[src/rtl/multicycle_ctrl.sv]
// ============================================================================
// multicycle_ctrl : main control FSM of the multicycle RV32I core.
// Revision 1.0 - initial release
// ============================================================================
`default_nettype none

module multicycle_ctrl (
  input  logic        clk,
  input  logic        rst_n,
  input  logic [31:0] Instr,
  input  logic        Zero,
  input  logic        MemReady,
  output logic        PCWrite,
  output logic        IRWrite,
  output logic        RegWrite,
  output logic        MemWrite,
  output logic        AdrSrc,
  output logic [1:0]  ALUSrcA,
  output logic [1:0]  ALUSrcB,
  output logic [2:0]  ALUControl,
  output logic [1:0]  ResultSrc,
  output logic [2:0]  ImmSrc,
  output logic        MemByte,
  output logic        Illegal,
  output logic [31:0] InstrRet
);

  localparam logic [6:0] OP_LOAD   = 7'b0000011;
  localparam logic [6:0] OP_STORE  = 7'b0100011;
  localparam logic [6:0] OP_RTYPE  = 7'b0110011;
  localparam logic [6:0] OP_ITYPE  = 7'b0010011;
  localparam logic [6:0] OP_BRANCH = 7'b1100011;
  localparam logic [6:0] OP_JAL    = 7'b1101111;
  localparam logic [6:0] OP_LUI    = 7'b0110111;

  typedef enum logic [3:0] {
    S_FETCH, S_DECODE, S_MEMADR, S_MEMREAD, S_MEMWB, S_MEMWRITE, S_EXECUTER,
    S_EXECUTEI, S_ALUWB, S_BRANCH, S_JAL, S_LUI, S_TRAP
  } state_t;

  state_t      state_q, state_d;
  logic [31:0] instr_ret_q, instr_ret_d;

  logic [6:0] opcode;
  logic [2:0] funct3;
  logic       funct7_5;
  logic       unused_instr_bits;

  assign opcode            = Instr[6:0];
  assign funct3            = Instr[14:12];
  assign funct7_5          = Instr[30];
  assign unused_instr_bits = ^{Instr[31], Instr[29:15], Instr[11:7]};

  always_ff @(posedge clk) begin
    if (!rst_n) begin
      state_q     <= S_FETCH;
      instr_ret_q <= 32'd0;
    end else begin
      state_q     <= state_d;
      instr_ret_q <= instr_ret_d;
    end
  end

  always_comb begin
    ImmSrc = 3'b000;
    case (opcode)
      OP_STORE:  ImmSrc = 3'b001;
      OP_BRANCH: ImmSrc = 3'b010;
      OP_JAL:    ImmSrc = 3'b011;
      OP_LUI:    ImmSrc = 3'b111;
      default:   ImmSrc = 3'b000;
    endcase
  end

  always_comb begin
    state_d     = state_q;
    instr_ret_d = instr_ret_q;
    PCWrite     = 1'b0;
    IRWrite     = 1'b0;
    RegWrite    = 1'b0;
    MemWrite    = 1'b0;
    AdrSrc      = 1'b0;
    ALUSrcA     = 2'b00;
    ALUSrcB     = 2'b00;
    ALUControl  = 3'b000;
    ResultSrc   = 2'b00;
    MemByte     = 1'b0;
    Illegal     = 1'b0;

    case (state_q)
      S_FETCH: begin
        ALUSrcB   = 2'b10;
        ResultSrc = 2'b10;
        IRWrite   = MemReady;
        PCWrite   = MemReady;
        if (MemReady) state_d = S_DECODE;
      end
      S_DECODE: begin
        // Branch/jump target is computed here into ALUOut.
        ALUSrcA = 2'b01;
        ALUSrcB = 2'b01;
        case (opcode)
          OP_LOAD:   state_d = (funct3 == 3'b010 || funct3 == 3'b100) ? S_MEMADR : S_TRAP;
          OP_STORE:  state_d = (funct3 == 3'b010 || funct3 == 3'b000) ? S_MEMADR : S_TRAP;
          OP_RTYPE:  state_d = (funct3 == 3'b000 || funct3 == 3'b111 ||
                                funct3 == 3'b110 || funct3 == 3'b010) ? S_EXECUTER : S_TRAP;
          OP_ITYPE:  state_d = (funct3 == 3'b000) ? S_EXECUTEI : S_TRAP;
          OP_BRANCH: state_d = (funct3 == 3'b000 || funct3 == 3'b001) ? S_BRANCH : S_TRAP;
          OP_JAL:    state_d = S_JAL;
          OP_LUI:    state_d = S_LUI;
          default:   state_d = S_TRAP;
        endcase
      end
      S_MEMADR: begin
        ALUSrcA = 2'b10;
        ALUSrcB = 2'b01;
        state_d = (opcode == OP_LOAD) ? S_MEMREAD : S_MEMWRITE;
      end
      S_MEMREAD: begin
        AdrSrc  = 1'b1;
        MemByte = (funct3 == 3'b100);
        if (MemReady) state_d = S_MEMWB;
      end
      S_MEMWB: begin
        ResultSrc = 2'b01;
        RegWrite  = 1'b1;
        state_d   = S_FETCH;
      end
      S_MEMWRITE: begin
        AdrSrc   = 1'b1;
        MemWrite = 1'b1;
        MemByte  = (funct3 == 3'b000);
        if (MemReady) state_d = S_FETCH;
      end
      S_EXECUTER: begin
        ALUSrcA = 2'b10;
        case (funct3)
          3'b000:  ALUControl = funct7_5 ? 3'b001 : 3'b000;
          3'b111:  ALUControl = 3'b010;
          3'b110:  ALUControl = 3'b011;
          3'b010:  ALUControl = 3'b101;
          default: ALUControl = 3'b000;
        endcase
        state_d = S_ALUWB;
      end
      S_EXECUTEI: begin
        ALUSrcA = 2'b10;
        ALUSrcB = 2'b01;
        state_d = S_ALUWB;
      end
      S_ALUWB: begin
        RegWrite = 1'b1;
        state_d  = S_FETCH;
      end
      S_BRANCH: begin
        ALUSrcA    = 2'b10;
        ALUControl = 3'b001;
        PCWrite    = (funct3 == 3'b000) ? Zero : !Zero;
        state_d    = S_FETCH;
      end
      S_JAL: begin
        ALUSrcA = 2'b01;
        ALUSrcB = 2'b10;
        PCWrite = 1'b1;
        state_d = S_ALUWB;
      end
      S_LUI: begin
        ResultSrc = 2'b11;
        RegWrite  = 1'b1;
        state_d   = S_FETCH;
      end
      S_TRAP: begin
        Illegal = 1'b1;
      end
      default: state_d = S_TRAP;
    endcase

    // Every path that lands back in FETCH from a non-FETCH state retires one instruction.
    if (state_q != S_FETCH && state_d == S_FETCH) instr_ret_d = instr_ret_q + 32'd1;

    if (!rst_n) begin
      PCWrite  = 1'b0;
      IRWrite  = 1'b0;
      RegWrite = 1'b0;
      MemWrite = 1'b0;
    end
  end

  assign InstrRet = instr_ret_q;

endmodule

`default_nettype wire

[config.mk]
export PLATFORM = sky130hd
export DESIGN_NAME = multicycle_ctrl
export DESIGN_NICKNAME = d
export VERILOG_FILES = /design/src/rtl/multicycle_ctrl.sv
export SDC_FILE = /design/constraint.sdc
export NUM_CORES = 1
export LEC_CHECK = 0
export BUFFER_PORTS_ARGS = -buffer_cell sky130_fd_sc_hd__buf_2
export CORE_ASPECT_RATIO = 0.8
export CORE_MARGIN = 3
export CORE_UTILIZATION = 30
export CTS_CLUSTER_DIAMETER = 120
export CTS_CLUSTER_SIZE = 14
export DETAILED_ROUTE_END_ITERATION = 10
export GPL_ROUTABILITY_DRIVEN = 0
export GPL_TIMING_DRIVEN = 0
export MAX_ROUTING_LAYER = met4
export RECOVER_POWER = 25
export SLEW_MARGIN = 20
export SYNTH_ARGS = -nofsm -noshare
export SYNTH_HDL_FRONTEND = slang
export SYNTH_SLANG_ARGS = --single-unit
[constraint.sdc]
create_clock -name clk -period 3.2 [get_ports clk]
set_clock_uncertainty 0.05 [all_clocks]
set_input_delay 0.64 -clock clk [delete_from_list [all_inputs] [get_ports clk]]
set_output_delay 0.64 -clock clk [all_outputs]
set_load 0.01 [all_outputs]
==> out/results.ini <==
[outcome]
status = completed

[drt]
wl_per_cell_um = 13.9
routed_wl_mm = 7.04
via_per_inst = 5.33
drtPass1Iterations = 4
vias = 2696
antenna_left = 0
drt_iter0_markers = 144
drc_errors = 0

[pwr]
fin_total_pwr_w = 0.00101
p_switching_w = 0.000270
clkPwrFrac_pct = 39.7
p_leak_nw = 1.04
p_per_area_nw_per_um2 = 338
ir_drop_uv = 165
internal-power_w = 0.000738
pwr-share-comb_pct = 14.7
swShare_pct = 26.8
seq_power_share_pct = 45.5

[timing]
fmax_mhz = 360
final_hold_viol_count = 0
slew_viol_final = 0
setup_tns_ns = 0
rsz0062_at_grt = no
timing.final.crit_share_pct = 86.8
worstMarginPinSlew_ns = 0.676
fin_crit_ns = 2.78
slew_headroom_pct = 54.4
hold_ws_ns = 0.446
finalSetupViolCount = 0

[clock_network]
clk_path_buf_depth = 2
cts_tree = built
clkTransAtPathRegs_ns = 0.08
cts_resized = 0
htreeDepth = 2
clkLatencyLatePin_ns = 0.29
cts.sinks = 36
numCtsBuffers = 5
cts-root-buf = clkbuf_8
holdBufCountCts = 0
postCtsSetupBuffers = 0

[setup_path]
critPathRequiredTime_ns = 3.31
arrival_ns = 2.88
worst_setup_path_start_kind = primary input
rr_endpoint = InstrRet[13]$_SDFFE_PN0P_
cp-end-kind = register
slowest_stage = o31ai_4
path_class = primary input to register
r2r_slack_ns = 0.69
rr_startpoint = state_q[2]$_SDFF_PN0_
rr_worst_depth = 9
worstPathMaxFanout = 10
crit_chain = buf_2 > buf_2 > nand4b_1 > nor2_1 > nor3_1 > o31ai_4 > nand4_4 > buf_6 > buf_2 > o31ai_1 > a21oi_1
max_stage_delay_ns = 0.44
cp_common_cell = buf_2

[global_route]
grt_usage_pct = 15.7
grt_pass1_wl_mm = 11.9
grt_max_degree = 13
grt_pass1_vias = 2396
grt_remaining_overflow = 0
antenna_found_initial = 0

[synthesis]
synth_nets = 367
synth_most_common_cell = dfxtp_1
avgSynthCellArea_sq_um = 7.42
synth_top_flop_cell = dfxtp_1
syn_inst = 330
ys_seq_elements = 36
yosysSeqAreaShare_pct = 29.4
synth_cell_type_count = 51
synth_edf_count = 0
synthArstFlopShare_pct = 0
synth_common_cells = dfxtp_1, a21oi_1, nor2_1
synth_warnings = 0
yosysTopAreaCell = dfxtp_1
synth_area_sq_um = 2450
synthTopCellsByArea = dfxtp_1, a21oi_1, o21ai_0
synth_top_area_share_pct = 29.4

[place]
dp_hpwl_mm = 5.28
placed_area_sq_um = 2890
io_buffer_count = 63

[finish]
stdcell_area_sq_um = 2980
fill_cells = 817
antenna_cells = 0
area_delta_synth_final_pct = 21.7
final_layout_size_suffix_gt1_share_pct = 17.2
num-nets-final = 437

[worst_hold_path]
hp-class = register to register
hold_end = InstrRet[31]$_SDFFE_PN0P_
hold-path-cell-count = 2
worstHoldStart = InstrRet[31]$_SDFFE_PN0P_

[run]
timing.max_cap.violations = 0

[die]
fp.dieW_um = 107
core_sq_um = 7670
io_pins = 87
rows = 28
die_h_um = 86.8
fp.dieArea_sq_um = 9280
start_util_pct = 31.9

through the flow:
step,setup slack (ns),utilization (%),cells
4_1_cts,0.461,39.2,506
5_1_grt,0.182,38.8,506
6_report,0.424,38.8,506
2_1_floorplan,0.580,-,330
3_3_place_gp,0.213,37.7,498
3_5_place_dp,0.171,37.7,498
power groups by stage:
stage | Sequential, W | Clock [W] | Combinational [W]
finish | 0.000459 | 0.000400 | 0.000149
global placement | 0.000469 | 0 | 0.000147
floorplan | 0.000470 | 0 | 0.0000979
global route | 0.000460 | 0.000430 | 0.000165
CTS | 0.000458 | 0.000412 | 0.000149
detailed placement | 0.000469 | 0 | 0.000148
metal layers:
metal | vias to the layer above | wire, um | global-route usage [%]
met5 | - | 0 | -
met4 | 0 | 36 | 2.09
met3 | 5 | 304 | 2.90
met2 | 62 | 2890 | 22.2
met1 | 1260 | 3810 | 23.7
li1 | 1369 | - | -
cells in the final DEF (no fill, tap or decap), types with 13 or more instances in the layout:
cell type / instances
inv_1: 13
nor2_1: 27
o21ai_0: 22
buf_2: 49
dfxtp_1: 36
clkbuf_1: 33
nand2_1: 24
a21oi_1: 35
nand3_1: 17
or3_1: 16
state kept, by name (all words and copies together) (netlist names):
name / cells
InstrRet: 32
state_q: 4
critical path: cells and delay by family:
| family | cells | cell delay, ns |
|---|---|---|
| AND/OR/NAND/NOR | 4 | 0.79 |
| AO/OA/AOI/OAI | 3 | 0.77 |
| buffers and inverters | 4 | 0.66 |
worst max-delay path by stage:
stage,start,to,slack [ns],depth (start not counted)
detailed placement,Instr[5],InstrRet[13]$_SDFFE_PN0P_,0.17,10
global placement,Instr[14],InstrRet[18]$_SDFFE_PN0P_,0.21,11
floorplan,Instr[5],InstrRet[15]$_SDFFE_PN0P_,0.58,9
global route,Instr[5],InstrRet[13]$_SDFFE_PN0P_,0.18,10
CTS,Instr[5],InstrRet[13]$_SDFFE_PN0P_,0.46,10
finish,Instr[4],InstrRet[13]$_SDFFE_PN0P_,0.42,11
cell type report:
| class | instances | area (sq um) | area share (%) |
|---|---|---|---|
| plain buffers | 21 | 103 | 3.44 |
| clock buffers | 5 | 68.8 | 2.31 |
| clock inverters | 3 | 42.5 | 1.43 |
| inverters | 14 | 52.6 | 1.76 |
| multi-input cells | 259 | 1570 | 52.8 |
| flip-flops and latches | 36 | 721 | 24.2 |
| well taps | 105 | 131 | 4.41 |
| repair buffers | 63 | 289 | 9.70 |
cell families after synthesis:
logic type	after synthesis	share of synthesized area (%)
compound gates	94	24.5
simple gates	152	34.8
flops	36	29.4
fa+ha+maj	1	0.511
xor+xnor	10	3.58
buf+inv	35	6.34
mux	2	0.818
No activity file was read; power rests on OpenSTA's default activity.
